===== src/rtl/hex_display_ctrl.sv =====
// hex_display_ctrl: latches a GPIO word and drives NUM_DIGITS registered seven-segment digits (ports: clk, rst async active-low, load/data_in/mode/digit_en capture, seg_out {g..a} per digit, shown_val after rotation, blink_phase)
module hex_display_ctrl #(
  parameter int NUM_DIGITS = 8,
  parameter int BLINK_DIV = 25_000_000,
  parameter bit SEG_ACTIVE_LOW = 1'b1
) (
  input  logic                    clk,
  input  logic                    rst,
  input  logic                    load,
  input  logic [4*NUM_DIGITS-1:0] data_in,
  input  logic [1:0]              mode,
  input  logic [NUM_DIGITS-1:0]   digit_en,
  output logic [7*NUM_DIGITS-1:0] seg_out,
  output logic [4*NUM_DIGITS-1:0] shown_val,
  output logic                    blink_phase
);
  localparam int cw = $clog2(BLINK_DIV);
  localparam logic [6:0] pol = SEG_ACTIVE_LOW ? 7'h00 : 7'h7F;
  localparam logic [6:0] blank = 7'h7F ^ pol;
  localparam logic [6:0] glyph [16] = '{7'h40, 7'h79, 7'h24, 7'h30, 7'h19, 7'h12, 7'h02, 7'h78,
                                        7'h00, 7'h10, 7'h08, 7'h03, 7'h46, 7'h21, 7'h06, 7'h0E};
  logic [4*NUM_DIGITS-1:0] val_q;
  logic [1:0]              mode_q;
  logic [NUM_DIGITS-1:0]   en_q;
  logic [cw-1:0]           cnt;
  logic                    load_d;
  logic                    wrap;
  logic                    tick;
  logic                    lz_run;
  logic [4*NUM_DIGITS-1:0] rot;
  logic [7*NUM_DIGITS-1:0] seg_d;
  assign wrap = cnt == cw'(BLINK_DIV - 1);
  assign tick = wrap && !load;
  assign rot = (shown_val << 4) | (shown_val >> (4 * NUM_DIGITS - 4));
  // lz_run stays high while every digit from the top down to i is zero
  always_comb begin
    lz_run = 1'b1;
    seg_d = '0;
    for (int i = NUM_DIGITS - 1; i >= 0; i--) begin
      lz_run = lz_run && shown_val[4*i+:4] == 4'd0;
      seg_d[7*i+:7] = (!en_q[i] || (mode_q == 2'b10 && blink_phase) || (mode_q == 2'b01 && i != 0 && lz_run))
                      ? blank : glyph[shown_val[4*i+:4]] ^ pol;
    end
  end
  // shown_val follows val_q one cycle after a load, so a pending load overrides any rotation
  always_ff @(posedge clk or negedge rst) begin
    if (!rst) begin
      val_q <= '0;
      mode_q <= 2'b00;
      en_q <= '1;
      cnt <= '0;
      blink_phase <= 1'b0;
      load_d <= 1'b0;
      shown_val <= '0;
      seg_out <= {NUM_DIGITS{blank}};
    end else begin
      load_d <= load;
      if (load) begin
        val_q <= data_in;
        mode_q <= mode;
        en_q <= digit_en;
        cnt <= '0;
        blink_phase <= 1'b0;
      end else begin
        cnt <= wrap ? '0 : cnt + 1'b1;
        blink_phase <= blink_phase ^ wrap;
      end
      shown_val <= load_d ? val_q : (tick && mode_q == 2'b11) ? rot : shown_val;
      seg_out <= seg_d;
    end
  end
endmodule


===== config.mk =====
export PLATFORM = sky130hd
export DESIGN_NAME = hex_display_ctrl
export DESIGN_NICKNAME = d
export VERILOG_FILES = /design/src/rtl/hex_display_ctrl.sv
export SDC_FILE = /design/constraint.sdc
export NUM_CORES = 1
export LEC_CHECK = 0
export CORE_MARGIN = 10
export CORE_UTILIZATION = 30
export DETAILED_ROUTE_END_ITERATION = 8
export DONT_BUFFER_PORTS = 1
export SYNTH_ARGS = -nofsm -noshare
export SYNTH_HDL_FRONTEND = slang
export SYNTH_SLANG_ARGS = --single-unit

===== constraint.sdc =====
create_clock -name clk -period 2.2 [get_ports clk]
set_input_delay 0.44 -clock clk [delete_from_list [all_inputs] [get_ports clk]]
set_output_delay 0.44 -clock clk [all_outputs]
set_load 0.02 [all_outputs]

==> results of run 1 <==
-- kinds of logic after synthesis --
kind of cell | share of synthesized area [%]
multiplexers | 7.066
adder cells (fa/ha/maj) | 6.317
AND/OR/NAND/NOR | 17.61
flip-flops | 47.07
XOR/XNOR | 1.234
AO/OA/AOI/OAI | 16.42
buffers and inverters | 4.275
-- cell usage after synthesis (all sizes together) (4+ instances only) --
cell type / count / share of area, %
ha: 43 / 6.3
nor2b: 38 / 2.8
nand2: 65 / 2.9
a31oi: 33 / 2.4
and4: 38 / 3.9
or4: 5 / 0.53
or3: 8 / 0.59
buf: 12 / 0.71
clkbuf: 56 / 2.5
o211ai: 42 / 3.7
nand2b: 15 / 1.1
inv: 25 / 1.1
a21o: 5 / 0.44
mux2: 47 / 6.2
xnor2: 6 / 0.62
a21oi: 59 / 3.5
o21ai: 49 / 2.9
nor3b: 4 / 0.35
nor2: 27 / 1.2
o21a: 10 / 0.88
nand3b: 7 / 0.62
dfrtp: 93 / 27
xor2: 6 / 0.62
mux2i: 5 / 0.59
nand3: 22 / 1.3
dfstp: 64 / 20
o31ai: 4 / 0.35
nand4: 11 / 0.88
o311ai: 12 / 1.2
-- cell type report --
type | count | area, um^2 | area share [%]
Antenna cell | 5 | 12.51 | 0.1281
Clock buffer | 17 | 425.4 | 4.355
Clock inverter | 15 | 171.4 | 1.755
Inverter | 25 | 93.84 | 0.9606
Multi-Input combinational cell | 590 | 4160 | 42.58
Sequential cell | 157 | 4010 | 41.05
Tap cell | 378 | 473.0 | 4.841
Timing Repair Buffer | 53 | 422.9 | 4.329
-- worst max path at each step --
stage                        to  cells after the start
floorplan            seg_out[8]                      6
global placement     seg_out[8]                      6
detailed placement   seg_out[8]                      6
CTS                 seg_out[27]                      6
global route        seg_out[13]                      6
finish              seg_out[13]                      6
-- placed cells by master (no fill, tap or decap), drive strengths merged, types with 17 or more instances in the layout --
cell	Yosys	layout
mux2	47	47
and4	38	38
nor2b	38	38
nand3	22	22
nand2	65	65
o211ai	42	42
a21oi	59	59
clkbuf	56	17
o21ai	49	49
dfrtp	93	93
inv	25	35
nor2	27	27
a31oi	33	33
buf	12	53
ha	43	43
dfstp	64	64
-- timing repair --
action	4_1_cts	5_1_grt
setup endpoints to repair	2	12
gates resized for setup	1	0
endpoints found under the hold margin	157	157
setup buffers	0	1
pin swaps	0	1
-- metal layers --
layer  share of wire, %  track usage (%)
met3                7.4            4.542
met2                 47            20.12
met4                1.7            4.212
met5               0.38                0
met1                 43            16.31
-- power groups by stage --
| stage | clock network, W | registers [W] | logic, W |
|---|---|---|---|
| floorplan | 0 | 0.00391 | 0.000888 |
| global placement | 0 | 0.00390 | 0.00131 |
| detailed placement | 0 | 0.00389 | 0.00132 |
| CTS | 0.00315 | 0.00385 | 0.00133 |
| global route | 0.00327 | 0.00388 | 0.00148 |
| finish | 0.00308 | 0.00383 | 0.00132 |
-- stage by stage --
stage | power (W) | hold slack [ns] | setup slack [ns] | utilization (%)
final | 0.008226 | -0.2600 | 0.1586 | 34.97
after global routing | 0.008627 | -0.3067 | 0.007619 | 34.95
after CTS | 0.008322 | -0.3150 | 0.06608 | 34.90
after detailed placement | 0.005213 | 0.1572 | 0.009276 | 32.75
after global placement | 0.005202 | 0.1539 | 0.09002 | 32.75
after floorplan | 0.004796 | 0.1444 | 0.1955 | -
-- worst max-delay path: cells and delay by family, from the launching register on --
kind,cells,cell delay [ns]
flip-flops,1,0.37
AND/OR/NAND/NOR,3,1.08
adder cells (fa/ha/maj),1,0.19
AO/OA/AOI/OAI,1,0.19
buffers and inverters,1,0.10
-- sequential cells by signal (all words and copies together), names as in the netlist --
register and count:
en_q 8, load_d 1, blink_phase 1, shown_val 32
mode_q 2, seg_out 56, cnt 25, val_q 32
==> impl_metrics.ini, run 1 <==
[power]
combinationalPowerShare_pct = 16.0
power_density_mw_per_mm2 = 842.1
p_sw_w = 0.002595
vdd_drop_max_mv = 0.4966
pwr-share-seq_pct = 46.6
leakagePower_nw = 3.931
p_int_w = 0.005632
switching_share_pct = 31.54
pwr-share-clk_pct = 37.4

[place]
place_area_mm2 = 0.009148
port-buffer-count = 0
gp_congestion = 0.8295
dp_hpwl_um = 15890
placed_cells = 1202

[floorplanning]
rows = 61
design.die.area_mm2 = 0.03553
core_mm2 = 0.02793
die_x_um = 188.5
die_h_um = 188.5
design.portCount = 134
start_util_pct = 30.49

[logic_synthesis]
syn_inst = 840
yosysUniqueCellTypes = 51
syn_area_per_cell_um2 = 10.14
yosysWarnings = 0
yosysSeqAreaShare_pct = 47.07
synthArstFlopShare_pct = 100.0
synth_area_mm2 = 0.008517
syn-num-nets = 928
synth_edf_count = 0
synth-seq-cells = 157
yosys_most_used_dff = dfrtp_1

[status]
violations = hold timing
status = complete, but fails checks

[clocking]
clockBufferDepth = 2
path_clk_slew_ns = 0.07
cts.sinks = 157
root_buffer = clkbuf_16
tritoncts = done
numCtsBuffers = 17
htree_levels = 4
clk_latency_ns = 0.44

[critical_path]
r2r_start = shown_val[28]
reg2reg_slack_ns = 0.16
critPathKind = register to register
rr_worst_depth = 6
critPathLaunchType = register
worstPathCellList = inv_1, ha_1, nor4b_1, and4_1, nand4_1, o311ai_1
cp-end-kind = register
required_ns = 2.53
critPathMaxFanout = 6
r2r-end = seg_out[13]
critPathArrivalTime_ns = 2.37
max_stage_delay_ns = 0.40
critPathLaunch = shown_val[28]
crit_slowest_cell = nor4b_1

[timing]
period_share_pct = 92.79
max_freq_mhz = 489.8
setup_violations = 0
worst_pin_slew_ns = 0.7430
fin_setup_tns_ns = 0
slew_viol_final = 0
final.min_clock_period_ns = 2.041
rsz0062_at_grt = no
clock_skew_ns = 0.01261
hold_violations = 135
whs_ns = -0.2600
maxSlewHeadroom_pct = 50.47

[hold_path]
hold_class = input pin to async pin

[global_route]
grt_pass1_vias = 6271
grt_max_degree = 158
gr-usage-all-layers_pct = 12.91
grt-ovfl-total = 0
grt_pass1_wl_um = 36630
antenna_found_initial = 12

[routing]
drc = 0
routedWlPerCell_um = 18.68
ant_nets = 0
routed_wl_um = 23160
first_pass_iters = 5
vias = 6521
routed_via_density = 5.259
drt_iter0_markers = 380

[cells_and_area]
nets = 932
final_cells = 1240
final_area_mm2 = 0.009769
fill_cells = 2827
drive_gt1_share_pct = 24.62
area_growth_syn_to_layout_pct = 14.71

[run]
cap_violations = 0
No activity file was read; power rests on OpenSTA's default activity.
==> run 2, diff against run 1 <==
--- a/config.mk
+++ b/config.mk
@@ -5,10 +5,10 @@
 export SDC_FILE = /design/constraint.sdc
 export NUM_CORES = 1
 export LEC_CHECK = 0
-export CORE_MARGIN = 10
 export CORE_UTILIZATION = 30
 export DETAILED_ROUTE_END_ITERATION = 8
 export DONT_BUFFER_PORTS = 1
+export SETUP_SLACK_MARGIN = 0.5
 export SYNTH_ARGS = -nofsm -noshare
 export SYNTH_HDL_FRONTEND = slang
 export SYNTH_SLANG_ARGS = --single-unit
==> run 2 against run 1 <==
The run still ends with hold timing left. Via count up 3.3%. Cell area up 12%. Largest power group unchanged. Clock skew down 0.0022 ns. Sequential cell count unchanged. Die area down 18%. Maximum frequency up 11%. Critical path depth down 1. Clock power up 5%. Count of clock-buffer cells in the layout up 3. Non-clock buffer count up 41. Hold slack worse by 0.033 ns.
==> impl_metrics.ini, run 2 (synthesis results as in run 1) <==
[critical_path]
r2r_start = cnt[12]
required_ns = 2.51
cp-end-kind = register
critPathMaxFanout = 5
reg2reg_slack_ns = 0.36
critPathLaunch = cnt[12]
rr_worst_depth = 5
critPathLaunchType = register
critPathCapture = cnt[23]
critPathKind = register to register
critPathArrivalTime_ns = 2.15
r2r-end = cnt[23]

[place]
gp_congestion = 0.7664
port-buffer-count = 0
pre_cts_ws_ns = 0.06807
dp_hpwl_um = 15060

[cells_and_area]
drive_gt1_share_pct = 38.85
final_common_cell = buf_4
fill_cells = 2674
area_growth_syn_to_layout_pct = 28.18
largest-register = seg_out
largest_reg_flops = 56
final_cell_mix = buf_4, dfrtp_1, dfstp_2, nand2_1, mux2_2
reg.largest.list = seg_out: 56 flops, shown_val: 32 flops, val_q: 32 flops
final_util_pct = 39.19
nets = 976

[timing]
max_freq_mhz = 542.3
setup_violations = 0
maxSlewHeadroom_pct = 57.34
hold_violations = 157
slew_viol_final = 0
clock_skew_ns = 0.01038
period_share_pct = 83.82
final.min_clock_period_ns = 1.844
worst_pin_slew_ns = 0.6385
fin_setup_tns_ns = 0
rsz0062_at_grt = yes
whs_ns = -0.2927
setup_slack_ns = 0.3560

[routing]
drc = 0
vias = 6733
ant_nets = 0
first_pass_iters = 4
routedWlPerCell_um = 18.93
routed_wl_um = 24300
routed_via_density = 5.244
drt_iter0_markers = 420

[floorplanning]
design.portCount = 134
core_mm2 = 0.02786
rows = 61
die_h_um = 170.5
die_x_um = 170.5
design.die.area_mm2 = 0.02907
start_util_pct = 30.57

[clocking]
tritoncts = done
clockBufferDepth = 2
numCtsBuffers = 17
cts.sinks = 157
root_buffer = clkbuf_16
clk_latency_ns = 0.43
htree_levels = 4
path_clk_slew_ns = 0.06

[power]
leakagePower_nw = 4.281
vdd_drop_max_mv = 0.5113
p_total_w = 0.008591
power_density_mw_per_mm2 = 786.9

[global_route]
grt_pass1_vias = 6642
antenna_found_initial = 9
gr-usage-all-layers_pct = 16.47
grt_max_degree = 158
grt_use_met2_pct = 26.50
met3_usage_pct = 5.182
grt_pass1_wl_um = 37030
met1_usage_pct = 20.69
grt-ovfl-total = 0
grt-busiest-layer = met2

[status]
violations = hold timing
status = complete, but fails checks

[hold_path]
hold_class = input pin to async pin

[run]
cap_violations = 0
-- run 2: worst min path at each step --
stage                     from     endpoint  cells after the start
after floorplan            rst  blink_phase                      0
after global placement     rst    val_q[14]                      0
after detailed placement   rst    val_q[14]                      0
after CTS                  rst     val_q[2]                      0
after global routing       rst    val_q[14]                      0
final                      rst    val_q[14]                      0
-- run 2: stage by stage --
stage / instance area, um^2 / hold WS [ns] / std cells
final: 10920 / -0.2927 / 1284
after global routing: 10910 / -0.3167 / 1282
after CTS: 10300 / -0.3166 / 1262
after detailed placement: 9190 / 0.1526 / 1197
after global placement: 9190 / 0.1524 / 1197
after floorplan: 8653 / 0.1444 / 840
-- run 2: power by group --
part	switching, W	leakage, nW	internal, W	total [W]
registers	0.000483	1.78	0.00338	0.00386
logic	0.000850	2.19	0.000652	0.00150
clock network	0.00126	0.311	0.00197	0.00323
total	0.00259	4.28	0.00600	0.00859
-- run 2: metal layers --
metal | vias to the layer above | part of all wire (%)
met5 | - | 0.21
met1 | 3335 | 44
met3 | 44 | 5.7
met4 | 8 | 2.1
li1 | 3175 | -
met2 | 171 | 48
-- run 2: cell type report --
class	count	area, um^2	share of cell area [%]
well taps	378	473.0	4.332
flip-flops and latches	157	4034	36.95
diodes	5	12.51	0.1146
inverters	25	101.3	0.9284
multi-input cells	593	4812	44.08
clock buffers	20	456.7	4.183
clock inverters	12	185.2	1.696
repair buffers	94	842.1	7.713
-- run 2: timing repair --
| action | 4_1_cts | 5_1_grt |
|---|---|---|
| endpoints found under the hold margin | 157 | 157 |
| resized for setup | 55 | 69 |
| gates cloned | 2 | 6 |
| endpoints found under the setup margin | 110 | 93 |
| buffers inserted | 31 | 11 |
| pin swaps | 21 | 45 |
-- run 2: worst max-delay path, stage by stage, from the launching register on --
cell,delay (ns)
dfrtp_1,0.40
nand4_1,0.20
buf_4,0.19
or4_4,0.59
o31ai_1,0.27
a21oi_2,0.08
